--- src/rtl/draw_command_sequencer.sv ---
// Frame-synchronous draw command sequencer: buffers commands in a FIFO, then on each
// submit waits for a frame edge, issues one clear and replays the batch over a 4-phase handshake.
module draw_command_sequencer #(
    parameter int DEPTH = 16
) (
    input  logic                         Clk,
    input  logic                         Reset,
    input  logic                         wr_valid,
    input  logic [31:0]                  wr_img_id,
    input  logic [9:0]                   wr_x,
    input  logic [9:0]                   wr_y,
    output logic                         wr_ready,
    input  logic                         frame_submit,
    output logic                         submit_ready,
    output logic                         frame_done,
    output logic                         submit_drop,
    output logic [$clog2(DEPTH+1)-1:0]   fifo_count,
    output logic [31:0]                  img_id,
    output logic [9:0]                   imgX,
    output logic [9:0]                   imgY,
    output logic                         draw_start,
    output logic                         clear_start,
    input  logic                         done,
    input  logic                         frame_clk
);
    localparam int CW = $clog2(DEPTH + 1);
    localparam int AW = $clog2(DEPTH);

    typedef enum logic [2:0] {
        IDLE, WAIT_FE, CLEAR, CLR_REL, FETCH, DRAW, DRW_REL, FIN
    } state_t;

    state_t          state, state_next;
    logic [51:0]     mem [DEPTH];
    logic [AW-1:0]   wptr, rptr;
    logic [CW-1:0]   count_next;
    logic [CW-1:0]   batch;
    logic            frame_clk_q;
    logic            fe, push, pop, accept;
    logic            draw_next, clear_next;

    assign fe   = frame_clk & ~frame_clk_q;
    assign push = wr_valid & wr_ready;

    always_ff @(posedge Clk or posedge Reset) begin
        if (Reset) state <= IDLE;
        else       state <= state_next;
    end

    always_comb begin
        state_next = state;
        case (state)
            IDLE:    if (frame_submit) state_next = WAIT_FE;
            WAIT_FE: if (fe)           state_next = CLEAR;
            CLEAR:   if (done)         state_next = CLR_REL;
            CLR_REL: if (!done)        state_next = (batch != '0) ? FETCH : FIN;
            FETCH:                     state_next = DRAW;
            DRAW:    if (done)         state_next = DRW_REL;
            DRW_REL: if (!done)        state_next = (batch != '0) ? FETCH : FIN;
            FIN:                       state_next = IDLE;
            default:                   state_next = IDLE;
        endcase
    end

    // Start requests are registered from the next state so they never overlap.
    always_comb begin
        submit_ready = (state == IDLE);
        frame_done   = (state == FIN);
        pop          = (state == FETCH);
        accept       = frame_submit & (state == IDLE);
        draw_next    = (state_next == DRAW);
        clear_next   = (state_next == CLEAR);
    end

    always_comb begin
        count_next = fifo_count;
        case ({push, pop})
            2'b10:   count_next = fifo_count + CW'(1);
            2'b01:   count_next = fifo_count - CW'(1);
            default: count_next = fifo_count;
        endcase
    end

    always_ff @(posedge Clk) begin
        if (push) mem[wptr] <= {wr_img_id, wr_x, wr_y};
    end

    always_ff @(posedge Clk or posedge Reset) begin
        if (Reset) begin
            frame_clk_q <= 1'b0;
            wptr        <= '0;
            rptr        <= '0;
            fifo_count  <= '0;
            wr_ready    <= 1'b1;
            batch       <= '0;
            submit_drop <= 1'b0;
            draw_start  <= 1'b0;
            clear_start <= 1'b0;
            img_id      <= '0;
            imgX        <= '0;
            imgY        <= '0;
        end else begin
            frame_clk_q <= frame_clk;
            fifo_count  <= count_next;
            // Registered from the next count so a full FIFO blocks the very next push.
            wr_ready    <= (count_next != CW'(DEPTH));
            draw_start  <= draw_next;
            clear_start <= clear_next;
            if (push) wptr <= wptr + AW'(1);
            if (frame_submit && !accept) submit_drop <= 1'b1;
            if (accept) begin
                batch <= fifo_count;
            end else if (pop) begin
                batch <= batch - CW'(1);
            end
            if (pop) begin
                rptr                 <= rptr + AW'(1);
                {img_id, imgX, imgY} <= mem[rptr];
            end
        end
    end
endmodule

--- config.mk ---
export PLATFORM = sky130hd
export DESIGN_NAME = draw_command_sequencer
export DESIGN_NICKNAME = d
export VERILOG_FILES = /design/src/rtl/draw_command_sequencer.sv
export SDC_FILE = /design/constraint.sdc
export NUM_CORES = 1
export LEC_CHECK = 0
export CAP_MARGIN = 15
export CORE_AREA = 10 10 251 253
export DETAILED_ROUTE_END_ITERATION = 6
export DIE_AREA = 0 0 261 263
export PLACE_DENSITY = 0.78
export RECOVER_POWER = 50
export REMOVE_ABC_BUFFERS = 1
export SETUP_SLACK_MARGIN = 0.2
export SYNTH_ARGS = -nofsm -noshare
export SYNTH_HDL_FRONTEND = slang
export SYNTH_SLANG_ARGS = --single-unit
--- constraint.sdc ---
create_clock -name Clk -period 10.2 [get_ports Clk]
set_input_delay 1.53 -clock Clk [delete_from_list [all_inputs] [get_ports Clk]]
set_output_delay 1.53 -clock Clk [all_outputs]
set_load 0.03 [all_outputs]
# == Yosys cells after proc, flatten, opt, wreduce, memory -nomap -nowiden ==
# Memory sizes are Yosys's and may differ from the RTL's. A register that Yosys moved wholly into a read port is not among the register bits.
# Index checks and enable logic that the tools add are counted.
# op_classes
bitwise,4
add_sub_neg,5
eq_ne,12
mux,12
reduce_logical,6
# op_table
op,n
case mux 3 bit (7 select lines),1
"equality test 3 bit, second input constant",5
two-way mux 3 bit,5
two-way mux 5 bit,2
case mux 5 bit (2 select lines),1
"subtractor 5 x 1 -> 5 bit, second input constant",2
"equality test 3 x 2 -> 1 bit, second input constant",3
"adder 4 x 1 -> 4 bit, second input constant",2
"adder 5 x 1 -> 5 bit, second input constant",1
"inequality test 5 bit, second input constant",1
nonzero test 5 bit,1
AND 1 bit,3
"equality test 3 x 1 -> 1 bit, second input constant",1
zero test 3 bit,1
"equality test 2 x 1 -> 1 bit, second input constant",1
"equality test 2 bit, second input constant",1
two-way mux 1 bit,2
two-way mux 2 bit,1
nonzero test 2 bit,1
OR reduction 2 bit,1
logical AND 1 bit,1
zero test 1 bit,1
inverter 1 bit,1
# word_totals
output_inout_bits,63
input_bits,58
regBits,26
wordCells,50
mem_bits_rw,832
mem_count,1
# mem_list
memory,depth,width,read_ports,rd_ports_with_merged_regs,wr,line_no,text
mem,16,52,1,1,1,34,logic [51:0] mem [DEPTH];

# == Logic depth before layout (Yosys ltp) ==
# logic_depth
word_depth,5
ltp_mapped,15

# == Least setup slack after synthesis ==
# OpenSTA, ideal clock, no wires.
# synth_path
path_type,input to register
start,input wr_valid
end,memory mem[3][0] (enable)
t_required_ns,9.674
slack_ns,4.049
t_arrival_ns,5.625
path_buffers,1
cell_stages,4
cell_sequence,and2_1 clkbuf_1 nand2_1 nor3_1
# synth_between
elab_chain_cells,3
# synth_rtl
item,line_no,text
from (decl),8,"input logic wr_valid,"
AND 1 bit,43,assign push = wr_valid & wr_ready;
two-way mux 1 bit,85,"if (push) mem[wptr] <= {wr_img_id, wr_x, wr_y};"
two-way mux 1 bit (not written as such),85,
to (decl),34,
# No other way between the ends.

# == Final worst setup path ==
# layout_path
start,register state[1]
end,"register imgX[4], read port of mem"
# layout_between
elab_chain_cells,1
# layout_rtl
item,line_no,text
from (decl),33,"state_t state, state_next;"
from (signal assigned),47,else state <= state_next;
equality test 3 bit,69,pop = (state == FETCH);
to (decl),19,"output logic [9:0] imgX,"
# No other way between the ends.
# A chain may end at the register's enable or synchronous reset.

==> impl_results.html <==
<table>
<tr><th>Metric</th><th>Value</th></tr>
<tr><th colspan="2">Timing</th></tr>
<tr><td>Setup slack of the critical path after layout</td><td>approximately 3700 ps</td></tr>
<tr><td>Slew @ Worst Pin</td><td>~3300 ps</td></tr>
<tr><td>Final setup violation count</td><td>0</td></tr>
<tr><td>Final period demand of the worst path</td><td>between 6000 and 7000 ps</td></tr>
<tr><td>Relative slew margins</td><td>-121.7%</td></tr>
<tr><td>Upper clock frequency limit</td><td>between 150 and 200 MHz</td></tr>
<tr><td>Final setup skew</td><td>about 26 ps</td></tr>
<tr><td>Final clock period utilization by the worst path</td><td>63.80%</td></tr>
<tr><td>Final sum of negative setup slack</td><td>0 ps</td></tr>
<tr><td>Unrepaired setup endpoints after global routing</td><td>false</td></tr>
<tr><td>Final hold viol count</td><td>0</td></tr>
<tr><td>Pins over their slew limit</td><td>roughly 150</td></tr>
<tr><th colspan="2">Global route</th></tr>
<tr><td>GRT overflow</td><td>0</td></tr>
<tr><td>Global-route wire length before repair</td><td>~110000 um</td></tr>
<tr><td>Via count of the first global-routing pass</td><td>~17000</td></tr>
<tr><td>Gr usage total</td><td>21.88%</td></tr>
<tr><td>Antenna violations before repair</td><td>2</td></tr>
<tr><td>Pin count of the biggest net entering global routing</td><td>115</td></tr>
<tr><th colspan="2">Synth</th></tr>
<tr><td>Proportion of synthesized area in mux cells</td><td>roughly 15%</td></tr>
<tr><td>Number of flops mapped to enable cells by yosys</td><td>832</td></tr>
<tr><td>Number of instances in the synthesized netlist</td><td>between 1500 and 2000</td></tr>
<tr><td>Post-Syn Area per Cell</td><td>roughly 22 sq um</td></tr>
<tr><td>Synth Area in Compound Gates</td><td>~2.8%</td></tr>
<tr><td>Number of storage elements in the synthesis netlist</td><td>910</td></tr>
<tr><td>Share of synthesized flip-flops with an asynchronous set or reset</td><td>8.571%</td></tr>
<tr><td>Sequential fraction of the synthesis area</td><td>78.39%</td></tr>
<tr><td>Number of library cell types mapped by synthesis</td><td>49</td></tr>
<tr><td>Count of synthesis-stage warnings from yosys</td><td>0</td></tr>
<tr><td>Summed instance area of the synthesized netlist</td><td>roughly 34000 sq um</td></tr>
<tr><td>Post-synthesis share of cell area spent on and, or, nand and nor gates</td><td>1.551%</td></tr>
<tr><td>Dominant combinational cell family by area after synthesis</td><td>multiplexers</td></tr>
<tr><td>Most used flip-flop cell after synthesis</td><td>edfxtp_1</td></tr>
<tr><td>Share of synthesized cell area in full adder, half adder and majority cells</td><td>less than 1%</td></tr>
<tr><td>Share of the synthesized netlist area taken by xor and xnor gates</td><td>less than 1%</td></tr>
<tr><th colspan="2">Die</th></tr>
<tr><td>Die width</td><td>around 260 um</td></tr>
<tr><td>DIE AREA</td><td>about 69000 sq um</td></tr>
<tr><td>Initial core utilization</td><td>about three fifths</td></tr>
<tr><td>Die height</td><td>263 um</td></tr>
<tr><td>IO Pins</td><td>between 100 and 150</td></tr>
<tr><td>Placeable Area</td><td>58240 sq um</td></tr>
<tr><td>Site Rows</td><td>roughly 90</td></tr>
<tr><th colspan="2">Final layout</th></tr>
<tr><td>Most frequent cells in the layout</td><td>edfxtp_1 (832), mux4_2 (208), clkbuf_16 (92)</td></tr>
<tr><td>Post-route design area</td><td>39280 sq um</td></tr>
<tr><td>Layout Cells excl Fill</td><td>2539</td></tr>
<tr><td>Most common library cell in the layout ignoring fill and taps</td><td>edfxtp_1</td></tr>
<tr><td>Area growth syn-to-layout</td><td>14.30%</td></tr>
<tr><td>Fill cell instance count of the final layout</td><td>3428</td></tr>
<tr><td>Fraction of layout instances using a drive strength above 1</td><td>roughly 22%</td></tr>
<tr><td>Utilization after layout</td><td>about two thirds</td></tr>
<tr><td>Final-stage net count</td><td>~1800</td></tr>
<tr><th colspan="2">Place</th></tr>
<tr><td>Worst slack at placement</td><td>between 5000 and 6000 ps</td></tr>
<tr><td># placed instances</td><td>2375</td></tr>
<tr><td>Global placement routability congestion</td><td>0.7596</td></tr>
<tr><td>DP Wirelength</td><td>38370 um</td></tr>
<tr><td>Count of buffers from port buffering</td><td>120</td></tr>
<tr><td>Area of placed instances</td><td>around 36000 sq um</td></tr>
<tr><th colspan="2">Worst setup path</th></tr>
<tr><td>Data required, critical path</td><td>10710 ps</td></tr>
<tr><td>Critical path arrival</td><td>between 7000 and 8000 ps</td></tr>
<tr><td>FF-to-FF setup slack</td><td>about 3700 ps</td></tr>
<tr><td>Maximum fanout count along the critical path</td><td>64</td></tr>
<tr><td>Cell type of the slowest stage on the worst timing path</td><td>clkinvlp_2</td></tr>
<tr><td>Crit path cell chain</td><td>nand2b_1 -&gt; or2_1 -&gt; clkinvlp_2 -&gt; nand3_2 -&gt; buf_4 -&gt; o22ai_1 -&gt; a211oi_1</td></tr>
<tr><td>Critical path type</td><td>reg2reg</td></tr>
<tr><td>Sort of element at the start of the critical path</td><td>flop</td></tr>
<tr><td>Type of destination of the critical path</td><td>flop</td></tr>
<tr><td>Highest cell delay on the worst timing path</td><td>2470 ps</td></tr>
<tr><th colspan="2">Clocking</th></tr>
<tr><td>Clock Tree Buf Depth</td><td>3</td></tr>
<tr><td>TritonCTS clock tree</td><td>yes</td></tr>
<tr><td>CTS buffer count</td><td>~90</td></tr>
<tr><td>Level count of the clock H-tree</td><td>3</td></tr>
<tr><td>Buffers inserted by post-CTS timing repair</td><td>0</td></tr>
<tr><td>Clock sink total</td><td>between 900 and 1000</td></tr>
<tr><td>Clock root buffer master</td><td>clkbuf_16</td></tr>
<tr><td>Clock transition at path regs</td><td>approximately 60 ps</td></tr>
<tr><td>Clock Latency Late Sink</td><td>approximately 630 ps</td></tr>
<tr><td>Quantity of hold-fixing buffers added after cts</td><td>0</td></tr>
<tr><td>Number of resized instances in the post-cts repair step</td><td>0</td></tr>
<tr><th colspan="2">Hold path</th></tr>
<tr><td>Min-delay worst type</td><td>reg2reg</td></tr>
<tr><th colspan="2">Run status</th></tr>
<tr><td>Failing checks</td><td>capacitance limit, slew limit</td></tr>
<tr><td>Status</td><td>finished, violations left</td></tr>
<tr><th colspan="2">Power and ir drop</th></tr>
<tr><td>Worst VDD drop</td><td>approximately 250 uV</td></tr>
<tr><td>Power Dens Cells</td><td>approximately 280 nW/um^2</td></tr>
<tr><td>P_leak</td><td>between 10 and 15 nW</td></tr>
<tr><th colspan="2">Routing</th></tr>
<tr><td>DRC violation count after routing</td><td>0</td></tr>
<tr><td>Number of nets with antenna violations after detailed routing</td><td>0</td></tr>
<tr><td>Total routed wirelength</td><td>roughly 73000 um</td></tr>
<tr><td>Drt initial violations</td><td>1832</td></tr>
<tr><td>First-pass iteration count of the detailed router</td><td>6</td></tr>
<tr><td>WL per Instance</td><td>28.86 um</td></tr>
<tr><td>Routed vias/inst</td><td>between 6 and 7</td></tr>
<tr><td>Total number of vias</td><td>roughly 16000</td></tr>
<tr><th colspan="2">Run</th></tr>
<tr><td>Max-cap check violation count</td><td>3</td></tr>
</table>
==> where the power goes <==
group	switching (W)	internal (W)
Combinational	0.00149	0.00127
Clock	0.00133	0.00186
Sequential	0.000333	0.00458
==> worst max-delay path, delay by kind of cell (launching register included) <==
family                 cells  cell delay, ps
AND/OR/NAND/NOR            3            2230
buffers and inverters      2            3080
flip-flops                 1             490
AO/OA/AOI/OAI              2             570
==> cell families (layout without fill, tap and decap cells) <==
group / count (synthesis) / after routing
flops: 910 / 910
mux: 262 / 262
compound gates: 133 / 133
simple gates: 119 / 119
buf+inv: 95 / 317
xor+xnor: 12 / 12
fa+ha+maj: 11 / 11
other cells: 0 / 2
==> synthesized netlist by cell type, types with 2 or more instances <==
master,n,area share [%]
mux4_2,208,14
mux2_2,2,0.066
dfrtp_1,77,5.6
buf_2,42,0.61
a21oi_1,7,0.10
o21ai_0,8,0.12
nor3b_1,2,0.044
mux2i_1,52,1.5
nand2_1,16,0.17
o22ai_1,46,0.84
nor2b_1,2,0.036
o21a_1,2,0.044
clkbuf_1,34,0.37
nand4_1,2,0.036
nor2_1,74,0.81
a211oi_1,52,1.1
or2_1,2,0.036
nand3b_1,2,0.044
inv_1,8,0.087
o22ai_2,6,0.22
a221o_1,3,0.087
and2_1,2,0.036
xnor2_1,7,0.18
nand2b_1,3,0.055
xor2_1,5,0.13
ha_1,10,0.36
buf_1,2,0.022
edfxtp_1,832,73
nor3_1,7,0.10
buf_6,8,0.26
==> per-layer routing <==
metal  up-vias  share of wire [%]  global-route usage (%)
met5         -                  0                       0
met4         0                2.4                   7.374
met3       116                8.2                   4.200
met2       798                 50                   34.79
met1      8694                 40                   30.38
li1       6748                  -                       -
==> worst paths after layout <==
check / startpoint / to / cells past startpoint
setup / recovery: state[1]$_DFF_PP0_ / imgX[4]$_DFFE_PP0P_ / 7
hold / removal: submit_drop$_DFFE_PP0P_ / submit_drop$_DFFE_PP0P_ / 1
setup reg to reg: state[1]$_DFF_PP0_ / imgX[4]$_DFFE_PP0P_ / 7
hold reg to reg: submit_drop$_DFFE_PP0P_ / submit_drop$_DFFE_PP0P_ / 1
max in group asynchronous: Reset / rptr[1]$_DFFE_PP0P_ / 3
min in group asynchronous: Reset / img_id[27]$_DFFE_PP0P_ / 2
==> sequential cells by signal, indices dropped and copies added (netlist names) <==
register     count
batch            5
clear_start      1
draw_start       1
fifo_count       5
frame_clk_q      1
imgX            10
imgY            10
img_id          32
mem            832
rptr             4
state            3
submit_drop      1
wptr             4
wr_ready         1
==> stage by stage <==
| step | power (W) | hold WS (ps) |
|---|---|---|
| after global routing | 0.01129 | 494.9 |
| after CTS | 0.01096 | 478.7 |
| after global placement | 0.007660 | 461.2 |
| after detailed placement | 0.007746 | 461.3 |
| after floorplan | 0.007214 | 487.2 |
| final | 0.01086 | 473.1 |
==> final cells by class <==
class / instances / area [sq um] / area share (%)
clock buffers: 130 / 2555 / 6.505
multi-input cells: 537 / 7053 / 17.96
repair buffers: 146 / 1405 / 3.577
clock inverters: 32 / 309.0 / 0.7868
inverters: 9 / 36.28 / 0.09238
well taps: 773 / 967.2 / 2.462
diodes: 2 / 5.005 / 0.01274
flip-flops and latches: 910 / 26950 / 68.61
Power figures use the tool's default switching activity.
